===== src/rtl/three_req_rr_arbiter_pkg.sv =====
// Shared constants and helpers for the three-requester round-robin arbiter.
// State encodings, requester count and the idle grant index live here.
package three_req_rr_arbiter_pkg;

  localparam int NUM_REQ = 3;

  localparam logic [0:0] IDLE  = 1'b0;
  localparam logic [0:0] GRANT = 1'b1;

  localparam logic [1:0] IDLE_ID = 2'd3;

  function automatic logic [1:0] onehot_to_id(input logic [NUM_REQ-1:0] oh);
    case (oh)
      3'b001:  return 2'd0;
      3'b010:  return 2'd1;
      3'b100:  return 2'd2;
      default: return IDLE_ID;
    endcase
  endfunction

endpackage


===== src/rtl/three_req_rr_arbiter_rr_pick3.sv =====
// Combinational round-robin picker: first set request searching last+1, last+2, last (mod 3).
// Returns a one-hot pick and a valid flag.
module rr_pick3
  import three_req_rr_arbiter_pkg::*;
(
  input  logic [NUM_REQ-1:0] req_i,
  input  logic [1:0]         last_i,
  output logic [NUM_REQ-1:0] pick_o,
  output logic               valid_o
);

  assign valid_o = |req_i;

  always_comb begin
    pick_o = '0;
    case (last_i)
      2'd0: begin
        if      (req_i[1]) pick_o = 3'b010;
        else if (req_i[2]) pick_o = 3'b100;
        else if (req_i[0]) pick_o = 3'b001;
      end
      2'd1: begin
        if      (req_i[2]) pick_o = 3'b100;
        else if (req_i[0]) pick_o = 3'b001;
        else if (req_i[1]) pick_o = 3'b010;
      end
      // last==2 is the reset pointer; the unused code 3 behaves the same way
      default: begin
        if      (req_i[0]) pick_o = 3'b001;
        else if (req_i[1]) pick_o = 3'b010;
        else if (req_i[2]) pick_o = 3'b100;
      end
    endcase
  end

endmodule


===== src/rtl/three_req_rr_arbiter.sv =====
// Round-robin arbiter for three requesters with grant/done handshake and back-to-back regrant.
// Optional forced release after TIMEOUT_CYCLES held cycles under macro ARB_TIMEOUT_EN.
module three_req_rr_arbiter
  import three_req_rr_arbiter_pkg::*;
#(
  parameter int TIMEOUT_CYCLES = 16,
  parameter int CNT_W          = 5
) (
  input  logic               clk,
  input  logic               rst,
  input  logic [NUM_REQ-1:0] req,
  input  logic               done,
  output logic [NUM_REQ-1:0] gnt,
  output logic [1:0]         gnt_id,
  output logic               busy,
  output logic               any_req
`ifdef ARB_TIMEOUT_EN
  ,
  output logic               timeout_pulse
`endif
);

  logic [0:0]         state_q, state_d;
  logic [NUM_REQ-1:0] gnt_q, gnt_d;
  logic [1:0]         gnt_id_q, gnt_id_d;
  logic [1:0]         last_q, last_d;

  logic [NUM_REQ-1:0] pick_req;
  logic [NUM_REQ-1:0] pick;
  logic [1:0]         pick_id;
  logic               pick_vld;
  logic               owner_req;
  logic               force_rel;
  logic               release_c;

  // Empty marker block that only elaborates when CNT_W cannot count up to TIMEOUT_CYCLES
  if (2 ** CNT_W <= TIMEOUT_CYCLES) begin : g_cnt_w_too_narrow
  end

  assign owner_req = |(req & gnt_q);
  assign release_c = (state_q == GRANT) && (done || !owner_req || force_rel);

  // On release the current owner is masked so a waiting peer always wins
  assign pick_req = (state_q == GRANT) ? (req & ~gnt_q) : req;
  assign pick_id  = onehot_to_id(pick);

  rr_pick3 u_pick (
    .req_i   (pick_req),
    .last_i  (last_q),
    .pick_o  (pick),
    .valid_o (pick_vld)
  );

  always_comb begin
    state_d  = state_q;
    gnt_d    = gnt_q;
    gnt_id_d = gnt_id_q;
    last_d   = last_q;
    if ((state_q == IDLE) || release_c) begin
      if (pick_vld) begin
        state_d  = GRANT;
        gnt_d    = pick;
        gnt_id_d = pick_id;
        last_d   = pick_id;
      end else begin
        state_d  = IDLE;
        gnt_d    = '0;
        gnt_id_d = IDLE_ID;
      end
    end
  end

  always_ff @(posedge clk) begin
    if (rst) begin
      state_q  <= IDLE;
      gnt_q    <= '0;
      gnt_id_q <= IDLE_ID;
      last_q   <= 2'd2;
    end else begin
      state_q  <= state_d;
      gnt_q    <= gnt_d;
      gnt_id_q <= gnt_id_d;
      last_q   <= last_d;
    end
  end

`ifdef ARB_TIMEOUT_EN
  logic [CNT_W-1:0] cnt_q, cnt_d;
  logic             timeout_q, timeout_d;
  logic             new_grant;

  assign force_rel = (state_q == GRANT) && (cnt_q == CNT_W'(TIMEOUT_CYCLES - 1));
  assign new_grant = (state_d == GRANT) && ((state_q == IDLE) || release_c);

  always_comb begin
    cnt_d     = cnt_q;
    timeout_d = force_rel && !done && owner_req;
    if (new_grant) begin
      cnt_d = '0;
    end else if ((state_q == GRANT) && (cnt_q != '1)) begin
      cnt_d = cnt_q + 1'b1;
    end
  end

  always_ff @(posedge clk) begin
    if (rst) begin
      cnt_q     <= '0;
      timeout_q <= 1'b0;
    end else begin
      cnt_q     <= cnt_d;
      timeout_q <= timeout_d;
    end
  end

  assign timeout_pulse = timeout_q;
`else
  assign force_rel = 1'b0;
`endif

  assign gnt     = gnt_q;
  assign gnt_id  = gnt_id_q;
  assign busy    = (state_q == GRANT);
  assign any_req = |req;

endmodule


===== config.mk =====
export PLATFORM = sky130hd
export DESIGN_NAME = three_req_rr_arbiter
export DESIGN_NICKNAME = d
export VERILOG_FILES = /design/src/rtl/three_req_rr_arbiter_pkg.sv /design/src/rtl/three_req_rr_arbiter_rr_pick3.sv /design/src/rtl/three_req_rr_arbiter.sv
export SDC_FILE = /design/constraint.sdc
export NUM_CORES = 1
export LEC_CHECK = 0
export CORE_AREA = 2 2 39 41
export CTS_CLUSTER_SIZE = 24
export DETAILED_ROUTE_END_ITERATION = 10
export DIE_AREA = 0 0 41 43
export GPL_ROUTABILITY_DRIVEN = 0
export GPL_TIMING_DRIVEN = 0
export PLACE_DENSITY = 0.64
export REMOVE_ABC_BUFFERS = 1
export SLEW_MARGIN = 20
export SYNTH_ARGS = -nofsm -noshare
export SYNTH_HDL_FRONTEND = slang
export SYNTH_SLANG_ARGS = --single-unit

===== constraint.sdc =====
create_clock -name clk -period 1.45 [get_ports clk]
set_input_delay 0.2175 -clock clk [delete_from_list [all_inputs] [get_ports clk]]
set_output_delay 0.2175 -clock clk [all_outputs]
set_load 0.05 [all_outputs]

### Word-level counts from Yosys, hierarchy flattened

Cells that the tools add are included.

| word-level totals | value |
|---|---|
| bits in registers | 8 |
| input port bits | 6 |
| logic and storage cells | 36 |

| operators by class | value |
|---|---|
| equality and inequality tests | 4 |
| bitwise gates (word level) | 4 |
| multiplexer cells | 15 |
| reduce and logical (&&, ||, !) cells | 9 |

Operators with widths:

| cell | count |
|---|---|
| 3-bit 2-to-1 mux | 9 |
| 3-bit OR reduction | 3 |
| 3-bit AND | 2 |
| 2-bit one-hot mux with 3 select lines | 1 |
| 3-bit one-hot mux with 2 select lines | 1 |
| 2-bit 2-to-1 mux | 2 |
| 3-bit by 1-bit == test with 1-bit output, second input constant | 1 |
| 3-bit by 2-bit == test with 1-bit output, second input constant | 1 |
| 3-bit == test, second input constant | 1 |
| 3-bit NOT | 1 |
| 2-bit by 1-bit == test with 1-bit output, second input constant | 1 |
| 2-bit zero test | 1 |
| 1-bit logical OR | 2 |
| 1-bit 2-to-1 mux | 2 |
| 2-bit AND reduction | 1 |
| 1-bit logical AND | 1 |
| 1-bit zero test | 1 |
| 1-bit NOT | 1 |

### Longest topological paths before layout

| logic depth | value |
|---|---|
| depth after elaboration | 10 |
| mapped depth | 4 |
| gate-level depth less buffers | 4 |

### By module

From an unflattened synthesis, not the netlist that was laid out.

| unflattened totals | value |
|---|---|
| cells, all modules | 54 |
| area, all modules | 525.5 µm² |

Modules (own cells, without submodules):

| module | instances | area an instance (µm²) | sequential area each (µm²) | cells each |
|---|---|---|---|---|
| three_req_rr_arbiter | 1 | 467.9 | 160.2 | 46 |
| rr_pick3 | 1 | 57.6 | 0.0 | 8 |

### Worst setup path after synthesis

OpenSTA, ideal clock, no wires.

| timing path | value |
|---|---|
| path type | register to register |
| start | register state_q (netlist: busy) |
| end | register gnt_id_q[0] (netlist: gnt_id[0]) |
| required time | 1.381 ns |
| path slack | -0.246 ns |
| setup time | 0.069 ns |
| arrival time | 1.627 ns |
| cell stages (with the launch flop) | 5 |
| path through | dfxtp_1 -> a21boi_1 -> o32a_2 -> o221a_2 -> o21ai_1 |

| on the way | value |
|---|---|
| cells in the longest elaborated chain, start to end | 8 |
| elaborated cells between the ends (all ways) | 20 |

RTL lines:

| what | RTL line | text |
|---|---|---|
| start, declared | three_req_rr_arbiter.sv:23 | `logic [0:0] state_q, state_d;` |
| start signal, assigned | three_req_rr_arbiter.sv:80 | `state_q <= state_d;` |
| 3-bit 2-to-1 mux | three_req_rr_arbiter.sv:44 | `assign pick_req = (state_q == GRANT) ? (req & ~gnt_q) : req;` |
| 1-bit 2-to-1 mux (tied with other cells) | three_req_rr_arbiter_rr_pick3.sv:20 | `else if (req_i[0]) pick_o = 3'b001;` |
| 3-bit 2-to-1 mux, on equally long branches | three_req_rr_arbiter_rr_pick3.sv:19, three_req_rr_arbiter_rr_pick3.sv:24, three_req_rr_arbiter_rr_pick3.sv:30 |  |
| 3-bit 2-to-1 mux, on equally long branches | three_req_rr_arbiter_rr_pick3.sv:18, three_req_rr_arbiter_rr_pick3.sv:23, three_req_rr_arbiter_rr_pick3.sv:29 |  |
| 3-bit one-hot mux with 2 select lines | three_req_rr_arbiter_rr_pick3.sv:16 | `case (last_i)` |
| 3-bit == test (tied with other cells) | three_req_rr_arbiter_pkg.sv:13 | `case (oh)` |
| 2-bit one-hot mux with 3 select lines | three_req_rr_arbiter_pkg.sv:13 |  |
| 2-bit 2-to-1 mux | three_req_rr_arbiter.sv:60 | `if (pick_vld) begin` |
| end signal, assigned | three_req_rr_arbiter.sv:82 | `gnt_id_q <= gnt_id_d;` |
| end, declared | three_req_rr_arbiter.sv:25 | `logic [1:0] gnt_id_q, gnt_id_d;` |

Several ways; a longest one is shown, not always the timed one.
A chain may end at the register's enable or synchronous reset.

### Worst setup path in the final report

| timing path | value |
|---|---|
| start | input req[0] |
| end | register gnt_q[1] (netlist: gnt[1]) |

| on the way | value |
|---|---|
| cells in the longest elaborated chain, start to end | 6 |
| elaborated cells between the ends (all ways) | 14 |

RTL lines:

| what | RTL line | text |
|---|---|---|
| start, declared | three_req_rr_arbiter.sv:11 | `input logic [NUM_REQ-1:0] req,` |
| 3-bit AND, on equally long branches | three_req_rr_arbiter.sv:44, three_req_rr_arbiter.sv:40 |  |
| 3-bit 2-to-1 mux / 3-bit OR reduction (equally long branches) | three_req_rr_arbiter.sv:44, three_req_rr_arbiter.sv:40 |  |
| 3-bit 2-to-1 mux / 1-bit zero test (equally long branches) | three_req_rr_arbiter_rr_pick3.sv:24, three_req_rr_arbiter.sv:41 |  |
| 3-bit 2-to-1 mux / 1-bit logical OR (equally long branches) | three_req_rr_arbiter_rr_pick3.sv:23, three_req_rr_arbiter.sv:41 |  |
| 3-bit one-hot mux with 2 select lines / 1-bit logical AND (equally long branches) | three_req_rr_arbiter_rr_pick3.sv:16, three_req_rr_arbiter.sv:41 |  |
| 3-bit 2-to-1 mux / 1-bit logical OR (equally long branches) | three_req_rr_arbiter.sv:60, three_req_rr_arbiter.sv:59 |  |
| end signal, assigned | three_req_rr_arbiter.sv:81 | `gnt_q <= gnt_d;` |
| end, declared | three_req_rr_arbiter.sv:24 | `logic [NUM_REQ-1:0] gnt_q, gnt_d;` |

Several ways; a longest one is shown, not always the timed one.

==> reports/metrics.cfg <==
[floorplan]
design.die.area_sq_um=1763
rows=14
io_pins=13
initial_core_util_pct=28.21
die_width_um=41
chipHeight_um=43
design.core.area_sq_um=1384

[logic_synthesis]
ys_seq_area_share_pct=41.03
synth-main-ff-cell=dfxtp_1
avgSynthCellArea_sq_um=8.486
ys_top_cells_by_area=dfxtp_1 (41%), a21oi_1 (6.4%), a21boi_1 (5.8%)
yosys_warnings=0
synthDistinctLibCells=20
ys_async_sr_fraction_pct=0
netlist.area_leader.share_pct=41.03
syn_area_sq_um=390.4
synth_edf_count=0
yosysMostFrequentCell=dfxtp_1
synth-seq-cells=8
yosysTopAreaCell=dfxtp_1
synthCells=46
yosys-top-cells-count=dfxtp_1 (8), nor2_1 (6), a21oi_1 (5)

[worst_setup_path]
timing.rr.start=busy
regToRegEndpoint=gnt[1]
r2r_slack_ns=-0.01
worst_setup_path_end_kind=register
arrival_ns=1.68
cp.required_ns=1.64
cp-start-kind=primary input
cp_max_fo=7
crit_type=primary input to register
reg2reg_depth=4

[power_and_ir_drop]
ir_worst_vdd_uv=409.8
power_density_nw_per_um2=1064
p_total_mw=0.6112
leakage_nw=0.2338

[sta]
setup_tns_ns=-0.1004
max_freq_mhz=671.8
finalSetupViolCount=3
final.period_utilization_pct=102.7
slew_viol_final=0
timing.final.ws_setup_ns=-0.03844
hold_viol=0
skew_ns=0.001071
rsz0062_at_grt=yes
hold_ws_ns=0.4783
fin_crit_ns=1.488
max_slew_margin_pct=67.70
worstMarginPinSlew_ns=0.4864

[worst_hold_path]
hold_path_end=gnt[2]
hold_path_class=register to register
hold_depth=2
hold_path.startpoint=gnt[2]

[clock_tree]
ctsHoldBuffers=0
cts_sinks=8
cts_tree=done
numCtsBuffers=3
htreeDepth=1
clkTransAtPathRegs_ns=0.05
clk_latency_ns=0.25
cts-root-buf=clkbuf_4
cts_buffer_depth=2

[layout]
diodes=0
area_growth_pct=47.12
drive_gt1_share_pct=25.81
postLayoutCoreUtil_pct=41.50
fill_cells=151
layout.cells.non_filler=78
final_area_sq_um=574.3
fin_nets=70

[placement]
place_ws_ns=-0.6265
dpl-instance-area_sq_um=530.5
numPortBuffers=12
place_hpwl_um=705
place_inst=74

[detailed_routing]
drt_wl_total_um=976
drt_iter0_markers=11
wl_per_cell_um=12.51
drtAntennaViolNets=0
first_pass_iters=7
vias=413
viasPerCell=5.295
drc_errors=0

[global_routing]
grt-ovfl-total=0
grt.total_usage_pct=11.87
grt_first_pass_wirelength_um=1393
grt_pass1_vias=345
grt_max_degree=8
grt_antenna_before_repair=0

[status]
violations=negative setup slack
status=complete, but fails checks

[run]
cap_violations=0

==> area by class of cell <==
type	count	area, sq um	share of cell area, %
clock buffer	3	22.52	3.922
inverter	2	7.507	1.307
multi-input combinational	36	242.7	42.27
sequential	8	162.7	28.32
tap	16	20.02	3.486
timing repair buffer	13	118.9	20.70
==> sequential cells by signal (all words and copies together) (netlist names) <==
register and flops:
busy 1, gnt_id 2, gnt 3, last_q 2
==> layer usage <==
metal	global-route usage [%]	wire (um)	up-vias
met5	0	0	-
met4	10.00	34	0
met3	1.571	69	6
met2	17.50	480	20
met1	14.24	392	180
li1	-	-	207
==> power breakdown <==
group	leakage (nW)	total (mW)	internal, mW	switching [mW]
combinational	0.153	0.182	0.0683	0.113
sequential	0.0673	0.262	0.243	0.0192
clock	0.0138	0.168	0.0945	0.0733
total	0.234	0.611	0.405	0.206
==> cell usage in the layout, fill, tap and decap left out, types with 2 or more instances in the layout <==
master / netlist / layout
dfxtp_2: 0 / 2
o21ai_0: 4 / 2
o21ai_1: 1 / 3
a21oi_1: 5 / 5
dfxtp_1: 8 / 6
clkdlybuf4s50_1: 0 / 3
nand2_1: 4 / 4
clkbuf_4: 0 / 3
a21boi_2: 0 / 2
dlygate4sd2_1: 0 / 7
nor2_1: 6 / 6
inv_1: 2 / 2
o211ai_1: 2 / 2
==> worst max path at each step <==
| stage | startpoint | end | depth (start not counted) |
|---|---|---|---|
| finish | req[0] | gnt[1] | 5 |
| global route | gnt[1] | gnt[1] | 4 |
| CTS | req[0] | any_req | 3 |
| detailed placement | req[1] | any_req | 3 |
| global placement | req[1] | any_req | 3 |
| floorplan | busy | gnt_id[0] | 4 |
==> cells by family after synthesis <==
group           after synthesis  share of synthesized area (%)
compound gates               20                          36.21
buf+inv                       2                          1.924
flops                         8                          41.02
mux                           1                          2.884
simple gates                 15                          17.95
==> critical path: stages <==
cell	delay, ns
clkdlybuf4s50_1	0.51
a21boi_2	0.33
nor2_1	0.11
a211oi_2	0.33
a31o_1	0.19
==> timing repair <==
item                       in CTS  in global routing
pin swaps                       6                  5
gates resized for setup        16                 11
setup endpoints to repair      14                 10
buffers inserted                1                  0
gates cloned                    0                  0
(Power assumes the default switching activity.)
